$ cat config.mk
export PLATFORM = sky130hd
export DESIGN_NAME = dot_product_engine
export DESIGN_NICKNAME = d
export VERILOG_FILES = /design/src/rtl/dp_pkg.sv /design/src/rtl/dot_product_engine_mac_unit.sv /design/src/rtl/dot_product_engine.sv
export SDC_FILE = /design/constraint.sdc
export NUM_CORES = 1
export LEC_CHECK = 0
export BUFFER_PORTS_ARGS = -buffer_cell sky130_fd_sc_hd__buf_2
export CAP_MARGIN = 30
export CORE_MARGIN = 1.5
export CORE_UTILIZATION = 50
export DETAILED_ROUTE_END_ITERATION = 6
export PLACE_DENSITY = 0.71
export SYNTH_ARGS = -nofsm -noshare
export SYNTH_HDL_FRONTEND = slang
export SYNTH_SLANG_ARGS = --single-unit
$ cat constraint.sdc
create_clock -name clk -period 8 [get_ports clk]
set_clock_uncertainty 0.2 [all_clocks]
set_input_delay 0.8 -clock clk [delete_from_list [all_inputs] [get_ports clk]]
set_output_delay 0.8 -clock clk [all_outputs]
set_load 0.02 [all_outputs]
$ cat src/rtl/dp_pkg.sv
// rtl/dp_pkg.sv - shared widths, FSM state encoding and saturation helper for dot_product_engine
package dp_pkg;

    localparam int DP_DATA_WIDTH = 16;
    localparam int DP_ADDR_WIDTH = 8;
    localparam int DP_ACC_WIDTH  = 40;

    typedef enum logic [1:0] {
        ST_IDLE  = 2'd0,
        ST_ISSUE = 2'd1,
        ST_DRAIN = 2'd2,
        ST_DONE  = 2'd3
    } dp_state_t;

    // Clamp a sign-extended accumulator to the signed range of a width-bit result.
    function automatic logic signed [63:0] saturate(input logic signed [63:0] value, input int width);
        logic signed [63:0] hi;
        logic signed [63:0] lo;
        hi = (64'sd1 <<< (width - 1)) - 64'sd1;
        lo = -hi - 64'sd1;
        if (value > hi) begin
            return hi;
        end else if (value < lo) begin
            return lo;
        end else begin
            return value;
        end
    endfunction

endpackage

$ cat src/rtl/dot_product_engine_mac_unit.sv
// rtl/dot_product_engine_mac_unit.sv - registered signed multiply-accumulate with clear, enable and valid
module mac_unit #(
    parameter int DATA_WIDTH = 16,
    parameter int ACC_WIDTH  = 40
) (
    input  logic                         clk,
    input  logic                         rst_n,
    input  logic                         clear,
    input  logic                         en,
    input  logic                         valid,
    input  logic signed [DATA_WIDTH-1:0] a,
    input  logic signed [DATA_WIDTH-1:0] b,
    output logic signed [ACC_WIDTH-1:0]  acc
);

    logic signed [2*DATA_WIDTH-1:0] product;

    assign product = a * b;

    always_ff @(posedge clk) begin
        if (!rst_n) begin
            acc <= '0;
        end else if (clear) begin
            acc <= '0;
        end else if (en && valid) begin
            acc <= acc + ACC_WIDTH'(product);
        end
    end

endmodule

$ cat src/rtl/dot_product_engine.sv
// rtl/dot_product_engine.sv - buffer-walking dot product core; DOT_PRODUCT_RELU_EN clamps negative out_q to 0
module dot_product_engine
    import dp_pkg::*;
#(
    parameter int DATA_WIDTH = DP_DATA_WIDTH,
    parameter int ADDR_WIDTH = DP_ADDR_WIDTH,
    parameter int ACC_WIDTH  = DP_ACC_WIDTH,
    parameter int FRAC_BITS  = 0
) (
    input  logic                         clk,
    input  logic                         rst_n,
    input  logic                         start,
    input  logic [ADDR_WIDTH-1:0]        base_addr,
    input  logic [ADDR_WIDTH:0]          len,
    output logic                         in_rd_en,
    output logic [ADDR_WIDTH-1:0]        in_rd_addr,
    input  logic signed [DATA_WIDTH-1:0] in_rd_data,
    output logic                         w_rd_en,
    output logic [ADDR_WIDTH-1:0]        w_rd_addr,
    input  logic signed [DATA_WIDTH-1:0] w_rd_data,
    output logic                         busy,
    output logic                         done,
    output logic signed [ACC_WIDTH-1:0]  acc_out,
    output logic signed [DATA_WIDTH-1:0] out_q
);

    dp_state_t               state;
    logic [ADDR_WIDTH-1:0]   base_q;
    logic [ADDR_WIDTH:0]     len_q;
    logic [ADDR_WIDTH:0]     idx;
    logic                    valid_q;
    logic                    mac_clear;
    logic                    mac_en;
    logic signed [ACC_WIDTH-1:0] acc;
    logic signed [ACC_WIDTH-1:0] acc_shifted;
    logic signed [63:0]      acc_sat;

    always_ff @(posedge clk) begin
        if (!rst_n) begin
            state   <= ST_IDLE;
            base_q  <= '0;
            len_q   <= '0;
            idx     <= '0;
            valid_q <= 1'b0;
        end else begin
            // Read data lags the issued address by one cycle.
            valid_q <= (state == ST_ISSUE);
            case (state)
                ST_IDLE: begin
                    if (start) begin
                        base_q <= base_addr;
                        len_q  <= len;
                        idx    <= '0;
                        state  <= (len == '0) ? ST_DONE : ST_ISSUE;
                    end
                end
                ST_ISSUE: begin
                    idx <= idx + (ADDR_WIDTH+1)'(1);
                    if (idx == len_q - (ADDR_WIDTH+1)'(1)) begin
                        state <= ST_DRAIN;
                    end
                end
                ST_DRAIN: state <= ST_DONE;
                default:  state <= ST_IDLE;
            endcase
        end
    end

    assign in_rd_en   = (state == ST_ISSUE);
    assign w_rd_en    = (state == ST_ISSUE);
    assign in_rd_addr = base_q + idx[ADDR_WIDTH-1:0];
    assign w_rd_addr  = base_q + idx[ADDR_WIDTH-1:0];
    assign busy       = (state == ST_ISSUE) || (state == ST_DRAIN);
    assign done       = (state == ST_DONE);

    assign mac_clear = (state == ST_IDLE) && start;
    assign mac_en    = (state == ST_ISSUE) || (state == ST_DRAIN);

    mac_unit #(
        .DATA_WIDTH (DATA_WIDTH),
        .ACC_WIDTH  (ACC_WIDTH)
    ) u_mac (
        .clk   (clk),
        .rst_n (rst_n),
        .clear (mac_clear),
        .en    (mac_en),
        .valid (valid_q),
        .a     (in_rd_data),
        .b     (w_rd_data),
        .acc   (acc)
    );

    // The accumulator is cleared only at start, so it already holds the result until the next job.
    assign acc_out     = acc;
    assign acc_shifted = acc >>> FRAC_BITS;
    assign acc_sat     = saturate(64'(acc_shifted), DATA_WIDTH);

    always_comb begin
        out_q = DATA_WIDTH'(acc_sat);
`ifdef DOT_PRODUCT_RELU_EN
        if (acc_sat < 64'sd0) begin
            out_q = '0;
        end
`endif
    end

endmodule

== Word-level counts from Yosys, hierarchy flattened ==
Index checks and enable logic that the tools add are counted.

* Input port bits: 52
* Logic and storage cells: 38
* Register bits after elaboration: 69

* Bitwise operators: 1
* Add/subtract/negate cells: 4
* Equal/unequal tests: 6
* Mux-type cells: 8
* $lt $le $gt $ge: 2
* Multipliers: 1
* Reduce and logical (&&, ||, !) cells: 10

{| class="wikitable"
|+ Operator list
! kind !! count
|-
| 40-bit by 32-bit adder with 40-bit output || 1
|-
| 40-bit by 16-bit > comparator with 1-bit output, second input constant || 1
|-
| 40-bit by 16-bit less-than comparator with 1-bit output, second input constant || 1
|-
| 16-bit by 16-bit multiplier with 32-bit output || 1
|-
| 16-bit 2-to-1 mux || 2
|-
| 9-bit one-hot mux with 2 select lines || 1
|-
| 9-bit by 1-bit adder with 9-bit output, second input constant || 1
|-
| 9-bit == test || 1
|-
| 9-bit logical NOT || 1
|-
| 9-bit 2-to-1 mux || 1
|-
| 9-bit by 1-bit subtractor with 9-bit output, second input constant || 1
|-
| 8-bit adder || 1
|-
| 2-bit 2-to-1 mux || 3
|-
| 2-bit one-hot mux with 3 select lines || 1
|-
| 2-bit AND reduction || 3
|-
| 2-bit == test, second input constant || 2
|-
| 2-bit by 1-bit == test with 1-bit output, second input constant || 1
|-
| 1-bit logical AND || 2
|-
| 2-bit logical NOT || 1
|-
| 2-bit by 1-bit inequality test with 1-bit output, second input constant || 1
|-
| 2-bit inequality test, second input constant || 1
|-
| 2-bit nonzero test || 1
|-
| 2-bit OR reduction || 1
|-
| 1-bit logical OR || 1
|-
| 1-bit NOT || 1
|}

== Longest topological paths before layout ==
Gate-level depths: netlist of the first run.

* Depth after elaboration: 4
* Gate-level depth with buffers: 24
* Gate-level depth less buffers: 23

== Modules after synthesis ==
From an unflattened synthesis of the first run, not the netlist that was laid out.

* Cell total of the unflattened synthesis: 1759
* Area total of the unflattened synthesis: 15737.6 sq um

{| class="wikitable"
|+ By module, submodules not included
! module !! cells each !! instances !! area each (sq um) !! seq. area each (sq um)
|-
| mac_unit || 1485 || 1 || 13664.4 || 800.8
|-
| dot_product_engine || 274 || 1 || 2073.2 || 580.6
|}

== Worst setup path before layout of the first run ==
OpenSTA, ideal clock, no wires.

* Path type: input to register
* Start point: input w_rd_data[1]
* End point: register u_mac.acc[38]
* Slack: 0.930 ns
* Data required time: 7.683 ns
* Data arrival time: 6.753 ns
* Stages on the path: 23
* Cells stage by stage: clkbuf_1 nand2_1 inv_1 fa_1 fa_1 inv_1 fa_1 inv_1 fa_1 fa_1 inv_1 fa_1 inv_1 ha_1 a21o_1 a311o_1 a21oi_2 o221ai_2 o311ai_4 a211oi_2 o211ai_2 nand3_1 a32o_1

* Longest elaborated chain between the ends: 2

{| class="wikitable"
|+ RTL lines
! what !! RTL line !! source
|-
| from (decl) || dot_product_engine.sv:20 || <nowiki>input logic signed [DATA_WIDTH-1:0] w_rd_data,</nowiki>
|-
| 16-bit by 16-bit multiplier with 32-bit output || dot_product_engine_mac_unit.sv:18 || <nowiki>assign product = a * b;</nowiki>
|-
| 40-bit by 32-bit adder with 40-bit output || dot_product_engine_mac_unit.sv:26 || <nowiki>acc <= acc + ACC_WIDTH'(product);</nowiki>
|-
| to (signal assigned) || dot_product_engine_mac_unit.sv:26 ||
|-
| to (decl) || dot_product_engine_mac_unit.sv:13 || <nowiki>output logic signed [ACC_WIDTH-1:0] acc</nowiki>
|}

Every way passes these cells.
A chain may end at the register's enable or synchronous reset.

== Final worst setup path of the first run ==
* Start point: input in_rd_data[15]
* End point: register u_mac.acc[37]

* Longest elaborated chain between the ends: 2

{| class="wikitable"
|+ RTL lines
! what !! RTL line !! source
|-
| from (decl) || dot_product_engine.sv:17 || <nowiki>input logic signed [DATA_WIDTH-1:0] in_rd_data,</nowiki>
|-
| 16-bit by 16-bit multiplier with 32-bit output || dot_product_engine_mac_unit.sv:18 ||
|-
| 40-bit by 32-bit adder with 40-bit output || dot_product_engine_mac_unit.sv:26 ||
|}

Every way passes these cells.

==> key figures, run 1 <==
Hold path
  – Hold WC Path Type: register to register

Detailed routing
  – Final WL: ~38000 µm
  – Post-route DRC: 14
  – TritonRoute pass-1 iters: 7
  – Avg WL per Cell: 16.80 µm
  – Via density per instance: 5.300
  – DR iter-0 viols: 686
  – ANT nets after route: 0
  – Vias: 11.99k

Critical path
  – CP endpoint kind: register
  – CP Data Required Time: approximately 8 ns
  – Crit-path max cell delay: 0.87 ns
  – Crit path kind: input port to register
  – Critical path's most frequent cell: fa_1
  – Worst path cell trace: buf_2 > nand2_1 > inv_1 > fa_1 > fa_1 > inv_1 > fa_1 > fa_1 > inv_1 > fa_1 > inv_1 > fa_1 > inv_1 > ha_1 > a21o_1 > a21oi_1 > a21boi_0 > a211oi_1 > o31a_1 > a22o_1
  – Crit path DAT: 7.32 ns
  – Crit-path slowest cell: fa_1
  – Maximum fanout along the worst path: 16
  – Worst setup SP type: input port

Timing
  – Endpoints failing setup: 0
  – Max Fclk: 136.9 MHz
  – Worst slew pin tran: between 0.7 and 0.8 ns
  – Unrepaired setup endpoints after global routing: no
  – Setup TNS: 0 ns
  – Final Hold Fails: 0
  – Slew HR: 0.5202
  – Crit path time final: about 7.3 ns
  – Slew Limit Fails: 0
  – Period Utilization, post-route: 0.9130

Yosys
  – Synth Area in Compound Gates: 0.08270
  – Avg Cell Area, Syn: 8.836 µm²
  – Sequential area share after synthesis: 0.08788
  – Syn_nets: 2290
  – Ys Warns: 0
  – Post-synth EDFFs: 0
  – Xor/xnor cell area share of the yosys netlist: 0.02452
  – Post-Synth Simple-Gate Area: 0.1642
  – Synth Cell Area: 15720 µm²
  – Syn Inst Count: around 1.8k
  – Mux cell area share after synthesis: 0.003821
  – Adder-Cell Fraction of Synth Area: 0.5234
  – Synth cell types: 65
  – Flops & latches, synth: around 70
  – Async SR Flop Fraction: 0
  – Largest family of logic cells by synthesized area: adder cells
  – Ys flop type: dfxtp_1

Floorplanning
  – Die Ht: 180.3 µm
  – Core footprint: between 30000 and 40000 µm²
  – Width of the die: ~180 µm
  – # IOs: 128
  – DIE AREA: 32510 µm²
  – Starting Density: 0.5112
  – Row count: 64

CTS
  – Clock transition at the registers of the reported paths: around 0.05 ns
  – TritonCTS clock tree: built
  – Post-CTS resize count: 0
  – CTS root buffer: clkbuf_16
  – # hold bufs at CTS: 0
  – Worst skew pair latency: between 0.3 and 0.4 ns
  – CTS Buf Count: 9
  – Clock sinks: 69
  – CTS Buffer Depth: 2
  – Post-CTS setup buffers: 0
  – H-tree depth: 3

GRT
  – Initial antenna violation count: 2
  – Vias in the first global route: ~13k
  – Gr usage total: 0.2483
  – Grt ovf: 0
  – First-pass GRT wire length: around 65000 µm
  – Largest net degree at the start of global routing: 48

Layout
  – Fin nets: approximately 2.4k
  – Commonest non-fill, non-tap cell in the layout: inv_1
  – Layout cells sized above 1: 0.08950
  – Final core utilization: 0.5518
  – Layout area overhead: 7.936%
  – FILL cells: 2859
  – Commonest cells after routing, fill and taps aside: 403 x inv_1, 331 x fa_1, 276 x nand2_1

Status
  – Status: finished with violations
  – Violated checks: DRC

Placed design
  – Port-buffer cells: 127
  – GP Congestion: about 0.89
  – HPWL after detailed placement: 31900 µm

Flow run
  – MaxCap Viol Count: 0
## sequential cells by signal (all words and copies together) (netlist names)
signal / flops
u_mac.acc: 40
base_q: 8
valid_q: 1
state: 2
len_q: 9
idx: 9
## worst paths after layout
path / from / end / slack, ns / cells past startpoint
hold / removal: base_q[2] / base_q[2] / 0.27 / 2
setup reg to reg: u_mac.acc[15] / u_mac.acc[38] / 2.10 / 19
setup / recovery: in_rd_data[15] / u_mac.acc[37] / 0.70 / 20
hold reg to reg: base_q[2] / base_q[2] / 0.27 / 2
## critical path, delay by kind of cell
kind                     cells  cell delay, ns
buffers and inverters        6            0.86
AND/OR/NAND/NOR              1            0.19
AO/OA/AOI/OAI                6            1.25
adder cells (fa/ha/maj)      7            4.21
## metal layers
layer / wire, µm / up-vias / part of all wire / GRT usage
met4: 627 / 0 / 0.016 / 0.05378
met3: 2354 / 44 / 0.062 / 0.03335
met2: 17790 / 354 / 0.47 / 0.4012
met1: 17250 / 6033 / 0.45 / 0.3578
li1: - / 5562 / - / -
met5: 0 / - / 0 / 0
## per-stage QoR
step	setup WS [ns]	std cells	hold WS (ns)	cell area, µm²
after CTS	0.6750	2262	0.2707	16960
after floorplan	0.9297	1779	0.2478	15720
after global routing	0.2993	2262	0.2884	16960
after detailed placement	0.3877	2246	0.2635	16640
after global placement	0.4863	2246	0.2566	16640
final	0.6959	2263	0.2681	16970
## cell families (layout without fill, tap and decap cells)
logic type,after synthesis,after routing
flip-flops,69,69
adder cells (fa/ha/maj),459,459
multiplexers,6,6
XOR/XNOR,44,44
other,0,1
AO/OA/AOI/OAI,195,195
AND/OR/NAND/NOR,540,540
buffers and inverters,466,553
## cell usage after synthesis (4+ instances only)
cell      instances  area share
nand2_1         276       0.066
xnor2_1          27       0.015
a31oi_1           5      0.0020
a21oi_1          64       0.020
o31ai_1           5      0.0024
o21ai_0          25      0.0080
mux2i_1           6      0.0038
xor2_1           17      0.0095
and3_1            4      0.0016
nor4_1            6      0.0024
fa_1            331        0.42
inv_1           403       0.096
o211ai_1          4      0.0019
nor3b_1           5      0.0024
o22ai_1           4      0.0016
nor4b_1           4      0.0022
o21a_1            5      0.0024
dfxtp_1          69       0.088
buf_4             9      0.0043
nor3_1           16      0.0051
nand3b_1          5      0.0024
nand3_1          12      0.0038
o21bai_1          8      0.0038
nor2b_1           9      0.0036
nand2b_1          7      0.0028
nand4_1          12      0.0048
buf_1             5      0.0012
and2_1          115       0.046
a21boi_0         21       0.010
or3_1             7      0.0028
clkbuf_1         49       0.012
a211oi_1          8      0.0038
ha_1            128        0.10
nor2_1           48       0.011
a21o_1           16      0.0076
## layout make-up
type	count	area, µm²	area share
well taps	396	495.5	0.02920
inverters	403	1513	0.08916
multi-input cells	1244	12560	0.7403
diodes	1	2.502	0.0001475
clock inverters	5	83.83	0.004941
flip-flops and latches	69	1381	0.08142
repair buffers	134	688.2	0.04056
clock buffers	11	242.7	0.01431
Power of run 1 is not shown: default switching activity piles up to over one toggle a cycle in this logic, so the estimate is an artifact.
==> run 2, diff against run 1 <==
Settings changed: MAX_ROUTING_LAYER set to met4, SETUP_SLACK_MARGIN set to 0.1.
==> run 2 against run 1 <==
The flow still finishes with violations (DRC). Non-clock buffer count unchanged. Cell area down 0.24%. Worst hold slack better by 0.0032 ns. Count of clock-buffer cells in the layout up 1. Routed wire length up 0.12%. Setup slack worse by 0.0073 ns. Sequential share of layout area about the same. Critical path type unchanged. Critical endpoint is now u_mac.acc[38]. Highest routed layer unchanged.
==> key figures, run 2 (same netlist as run 1, synthesis figures left out) <==
Status
  – Status: finished with violations
  – Violated checks: DRC

CTS
  – H-tree depth: 3 (unchanged)
  – CTS root buffer: clkbuf_16
  – # hold bufs at CTS: 0 (unchanged)
  – Clock sinks: 69 (unchanged)
  – Post-CTS setup buffers: 0 (unchanged)
  – CTS Buffer Depth: 2 (unchanged)
  – TritonCTS clock tree: built
  – Post-CTS resize count: 0 (unchanged)
  – Clock transition at the registers of the reported paths: 0.06 ns (about the same)
  – Worst skew pair latency: 0.33 ns (about the same)
  – CTS Buf Count: 9 (unchanged)

GRT
  – Initial antenna violation count: 1 (-1)
  – First-pass GRT wire length: 65070 µm (+0.24%)
  – Vias in the first global route: 12.53k (-0.20%)
  – Grt ovf: 0 (unchanged)
  – Largest net degree at the start of global routing: 48 (unchanged)
  – Gr usage total: 0.2576 (+0.009327)

Critical path
  – Crit-path max cell delay: 0.71 ns (-0.16 ns)
  – Worst path cell trace: buf_2 > nand2_1 > inv_1 > fa_1 > fa_1 > inv_1 > fa_1 > inv_1 > fa_1 > fa_1 > inv_1 > fa_1 > inv_1 > ha_1 > a21o_1 > a311o_1 > a21oi_2 > o221ai_2 > o311ai_4 > a211oi_2 > o211ai_2 > nand3_1 > a32o_1
  – Critical path's most frequent cell: fa_1
  – Worst setup SP type: input port
  – Crit path DAT: 7.33 ns (about the same)
  – Crit path kind: input port to register
  – Crit-path slowest cell: fa_1
  – Maximum fanout along the worst path: 16 (unchanged)
  – CP endpoint kind: register
  – CP Data Required Time: 8.02 ns (about the same)

Detailed routing
  – Avg WL per Cell: 16.82 µm (+0.12%)
  – Via density per instance: 5.276 (-0.45%)
  – TritonRoute pass-1 iters: 7 (unchanged)
  – DR iter-0 viols: 728 (+6.1%)
  – Vias: 11.94k (-0.45%)
  – ANT nets after route: 0 (unchanged)
  – Final WL: 38070 µm (+0.12%)
  – Post-route DRC: 6 (-8)

Layout
  – Fin nets: 2372 (unchanged)
  – Commonest non-fill, non-tap cell in the layout: inv_1
  – Biggest regs: u_mac.acc: 40 flops, idx: 9 flops, len_q: 9 flops
  – Number of flip-flops under the largest register name: 40 (unchanged)
  – Most flops, register: u_mac.acc
  – Layout cells sized above 1: 0.08842 (-0.001072)
  – Commonest cells after routing, fill and taps aside: 403 x inv_1, 331 x fa_1, 276 x nand2_1
  – Layout area overhead: 7.673%

Floorplanning
  – DIE AREA: 32510 µm² (unchanged)
  – Starting Density: 0.5112 (unchanged)
  – Die Ht: 180.3 µm (unchanged)
  – # IOs: 128 (unchanged)
  – Row count: 64 (unchanged)
  – Width of the die: 180.3 µm (unchanged)
  – Core footprint: 30750 µm² (unchanged)

Timing
  – Endpoints failing setup: 0 (unchanged)
  – Max Fclk: 136.8 MHz (-0.10%)
  – Period Utilization, post-route: 0.9139 (about the same)
  – Crit path time final: 7.311 ns (+0.007286 ns)
  – Worst slew pin tran: 0.7492 ns (+0.03122 ns)
  – Slew HR: 0.5000 (-0.02021)
  – Setup TNS: 0 ns (unchanged)
  – Unrepaired setup endpoints after global routing: no
  – Final Hold Fails: 0 (unchanged)
  – Slew Limit Fails: 0 (unchanged)

Placed design
  – GP Congestion: 0.8951 (+0.69%)
  – HPWL after detailed placement: 32090 µm (+0.60%)
  – Port-buffer cells: 127 (unchanged)

Flow run
  – MaxCap Viol Count: 0 (unchanged)

Hold path
  – Hold WC Path Type: register to register
[run 2: cell types whose count changed in the layout (fill, tap and decap cells not counted), sizes merged]
cell / before / now
bufinv: 2 / 1
clkinv: 1 / 3
clkinvlp: 2 / 0
clkbuf: 11 / 12
[run 2: area by class of cell]
class | instances | area, µm²
Antenna cell | 1 | 2.502
Clock buffer | 12 | 236.5
Clock inverter | 4 | 48.80
Fill cell | 2853 | 13820
Inverter | 403 | 1513
Multi-Input combinational cell | 1244 | 12560
Sequential cell | 69 | 1381
Tap cell | 396 | 495.5
Timing Repair Buffer | 134 | 688.2
[run 2: routing by layer]
| metal | track usage | wire, µm | vias to the layer above | share of wire |
|---|---|---|---|---|
| met4 | 0.05580 | 626 | 0 | 0.016 |
| met1 | 0.3582 | 17220 | 5957 | 0.45 |
| met5 | - | 0 | - | 0 |
| met2 | 0.4085 | 18070 | 359 | 0.47 |
| met3 | 0.02910 | 2151 | 55 | 0.057 |
| li1 | - | - | 5568 | - |
[run 2: metrics by stage]
stage                     cells  hold WS [ns]  worst slack (ns)  utilization  area [µm²]
after global routing       2263        0.2940            0.2271       0.5504       16930
after CTS                  2262        0.2741            0.6578       0.5503       16920
after floorplan            1779        0.2478            0.9297            -       15720
after detailed placement   2246        0.2659            0.3427       0.5411       16640
after global placement     2246        0.2559            0.4831       0.5411       16640
final                      2263        0.2713            0.6886       0.5504       16930
[run 2: critical path: cells and delay by family]
kind	cells	cell delay, ns
AND/OR/NAND/NOR	2	0.28
AO/OA/AOI/OAI	8	1.90
buffers and inverters	6	0.76
adder cells (fa/ha/maj)	7	3.60
[run 2: final timing paths]
check                                     from            end  slack (ns)  depth (start not counted)
worst max-delay path            in_rd_data[15]  u_mac.acc[38]        0.69                         23
worst min-delay path                 base_q[3]      base_q[3]        0.27                          2
worst max register to register   u_mac.acc[15]  u_mac.acc[38]        2.16                         19
worst min register to register       base_q[3]      base_q[3]        0.27                          2
Power of run 2 is left out for the same reason.
==> run 3, diff against run 2 <==
Settings changed: ABC_AREA set to 1.
==> run 3 against run 2 <==
The run still ends with DRC left. Worst hold slack gained 0.019 ns. Core utilization shrank 0.74 points. Cell area grew 7.0%. Area after synthesis grew 7.4%. Non-clock buffer count grew 2. Routed wire length grew 14%. Die area grew 7.3%. Register-to-register slack gained 0.54 ns. Fmax grew 4.2%. Cell count grew 22%. Critical endpoint is now u_mac.acc[39]. Largest cell class unchanged.
==> key figures, run 3 <==
Timing
  – Period Utilization, post-route: 0.8773 (-0.03657)
  – Final Hold Fails: 0 (unchanged)
  – Setup TNS: 0 ns (unchanged)
  – PnR worst setup slack: 0.9812 ns (+0.2926 ns)
  – Crit path time final: 7.019 ns (-0.2926 ns)
  – Endpoints failing setup: 0 (unchanged)
  – Worst slew pin tran: 0.8297 ns (+0.08045 ns)
  – Max Fclk: 142.5 MHz (+4.2%)
  – Unrepaired setup endpoints after global routing: no
  – Slew Limit Fails: 0 (unchanged)
  – Slew HR: 0.4463 (-0.05369)

Layout
  – Ant. Diodes: 0 (-1)
  – Number of flip-flops under the largest register name: 40 (unchanged)
  – Final core utilization: 0.5430 (-0.007401)
  – Most flops, register: u_mac.acc
  – Biggest regs: u_mac.acc: 40 flops, idx: 9 flops, len_q: 9 flops
  – Layout area overhead: 7.275%
  – Commonest non-fill, non-tap cell in the layout: inv_1
  – Layout cells sized above 1: 0.07865 (-0.009773)
  – Commonest cells after routing, fill and taps aside: 665 x inv_1, 468 x nand2_1, 331 x fa_1
  – FILL cells: 3246 (+14%)
  – Fin nets: 2820 (+19%)

Yosys
  – Post-synth top area share: 0.3924 (-0.02920)
  – Async SR Flop Fraction: 0 (unchanged)
  – Synth cell types: 43 (-34%)
  – Avg Cell Area, Syn: 7.503 µm² (-15%)
  – Synth Cell Area: 16890 µm² (+7.4%)
  – Area leader, netlist: fa_1
  – Top cells by count, synth: 665 x inv_1, 468 x nand2_1, 331 x fa_1
  – Sequential area share after synthesis: 0.08179 (-0.006087)
  – Top-count cell post-synth: inv_1
  – Flops & latches, synth: 69 (unchanged)
  – Ys Warns: 0 (unchanged)
  – Syn_nets: 2762 (+21%)
  – Post-synth EDFFs: 0 (unchanged)
  – Syn Inst Count: 2251 (+27%)
  – Ys flop type: dfxtp_1
  – Synth area leaders: fa_1 39%, inv_1 15%, nand2_1 10%, ha_1 9.5%, dfxtp_1 8.2%

Detailed routing
  – TritonRoute pass-1 iters: 7 (unchanged)
  – Avg WL per Cell: 15.74 µm (-6.4%)
  – Final WL: 43470 µm (+14%)
  – Vias: 13.88k (+16%)
  – Via density per instance: 5.026 (-4.7%)
  – Post-route DRC: 1 (-5)
  – ANT nets after route: 0 (unchanged)
  – DR iter-0 viols: 808 (+11%)

GRT
  – Gr usage total: 0.2735 (+0.01589)
  – Grt ovf: 0 (unchanged)
  – Vias in the first global route: 14.28k (+14%)
  – First-pass GRT wire length: 73940 µm (+14%)
  – Largest net degree at the start of global routing: 50 (+4.2%)
  – Initial antenna violation count: 0 (-1)

CTS
  – TritonCTS clock tree: built
  – Post-CTS setup buffers: 0 (unchanged)
  – Worst skew pair latency: 0.36 ns (+0.03 ns)
  – CTS Buffer Depth: 2 (unchanged)
  – Post-CTS resize count: 0 (unchanged)
  – CTS root buffer: clkbuf_16
  – H-tree depth: 3 (unchanged)
  – # hold bufs at CTS: 0 (unchanged)
  – Clock sinks: 69 (unchanged)
  – Clock transition at the registers of the reported paths: 0.06 ns (about the same)
  – CTS Buf Count: 9 (unchanged)

Placed design
  – GP Congestion: 0.9851 (+10%)
  – Port-buffer cells: 127 (unchanged)
  – Setup slack at placement: 0.5935 ns (+0.2508 ns)
  – HPWL after detailed placement: 37890 µm (+18%)

Critical path
  – Crit path DAT: 7.08 ns (-0.25 ns)
  – Crit path kind: input port to register
  – Worst setup SP type: input port
  – Maximum fanout along the worst path: 16 (unchanged)
  – CP endpoint kind: register
  – CP Data Required Time: 8.06 ns (+0.04 ns)
  – R2r worst-path depth: 20 (+1)

Floorplanning
  – Width of the die: 186.8 µm (+3.6%)
  – Die Ht: 186.8 µm (+3.6%)
  – Row count: 67 (+4.7%)
  – Core footprint: 33360 µm² (+8.5%)
  – Starting Density: 0.5062 (-0.005002)
  – DIE AREA: 34890 µm² (+7.3%)
  – # IOs: 128 (unchanged)

Status
  – Status: finished with violations
  – Violated checks: DRC

Flow run
  – MaxCap Viol Count: 0 (unchanged)

Hold path
  – Hold WC Path Type: register to register
  – Worst hold stages: 2 (unchanged)
==> run 3: cell types whose count changed in the layout (fill, tap and decap cells not counted), moves of 55 or more <==
cell	delta
nand3_1	+55
and2_1	-115
inv_1	+262
nand2_1	+192
nor2_1	+74
o21ai_0	+59
==> run 3: critical path: stages <==
cell     delay [ns]
buf_2          0.30
nand2_1        0.16
inv_1          0.10
fa_1           0.56
fa_1           0.68
inv_1          0.19
fa_1           0.69
fa_1           0.89
inv_1          0.16
fa_1           0.56
inv_1          0.05
fa_1           0.52
inv_1          0.04
ha_1           0.36
nand2_1        0.12
nor2_1         0.19
nand2_1        0.10
nor2_1         0.15
nand4_1        0.13
nand4_1        0.12
nand3_1        0.07
nand2_1        0.08
inv_1          0.03
==> run 3: cells by family (layout without fill, tap and decap cells) <==
logic type	count (synthesis)	in the layout	synth area share
compound gates	210	210	0.06631
fa+ha+maj	459	459	0.4872
buf+inv	758	821	0.1708
xor+xnor	29	29	0.01585
simple gates	726	726	0.1780
flops	69	69	0.08179
==> run 3: layout make-up <==
cell class	count	area (µm²)	share of cell area
sequential	69	1381	0.07624
tap	448	560.5	0.03094
clock buffer	9	225.2	0.01243
multi-input combinational	1424	12620	0.6967
timing repair buffer	136	743.2	0.04102
inverter	669	2511	0.1386
clock inverter	7	73.82	0.004075
==> run 3: per-stage QoR <==
step	hold WS [ns]	std cells	cell area (µm²)
2_1_floorplan	0.2556	2251	16890
4_1_cts	0.2903	2762	18120
3_3_place_gp	0.2732	2743	17760
3_5_place_dp	0.2810	2746	17820
5_1_grt	0.3173	2762	18120
6_report	0.2900	2762	18120
==> run 3: final timing paths <==
| check | slack [ns] | from | to |
|---|---|---|---|
| worst max-delay path | 0.98 | w_rd_data[2] | u_mac.acc[39] |
| worst min-delay path | 0.29 | len_q[7] | len_q[7] |
| worst max register to register | 2.70 | u_mac.acc[15] | u_mac.acc[38] |
| worst min register to register | 0.29 | len_q[7] | len_q[7] |
==> run 3: layer usage <==
layer,track usage,share of wire,wire [µm]
met4,0.06731,0.019,823
met2,0.4463,0.49,21100
met3,0.02389,0.047,2027
met1,0.3707,0.45,19530
met5,-,0,0
Power of run 3 is left out for the same reason.
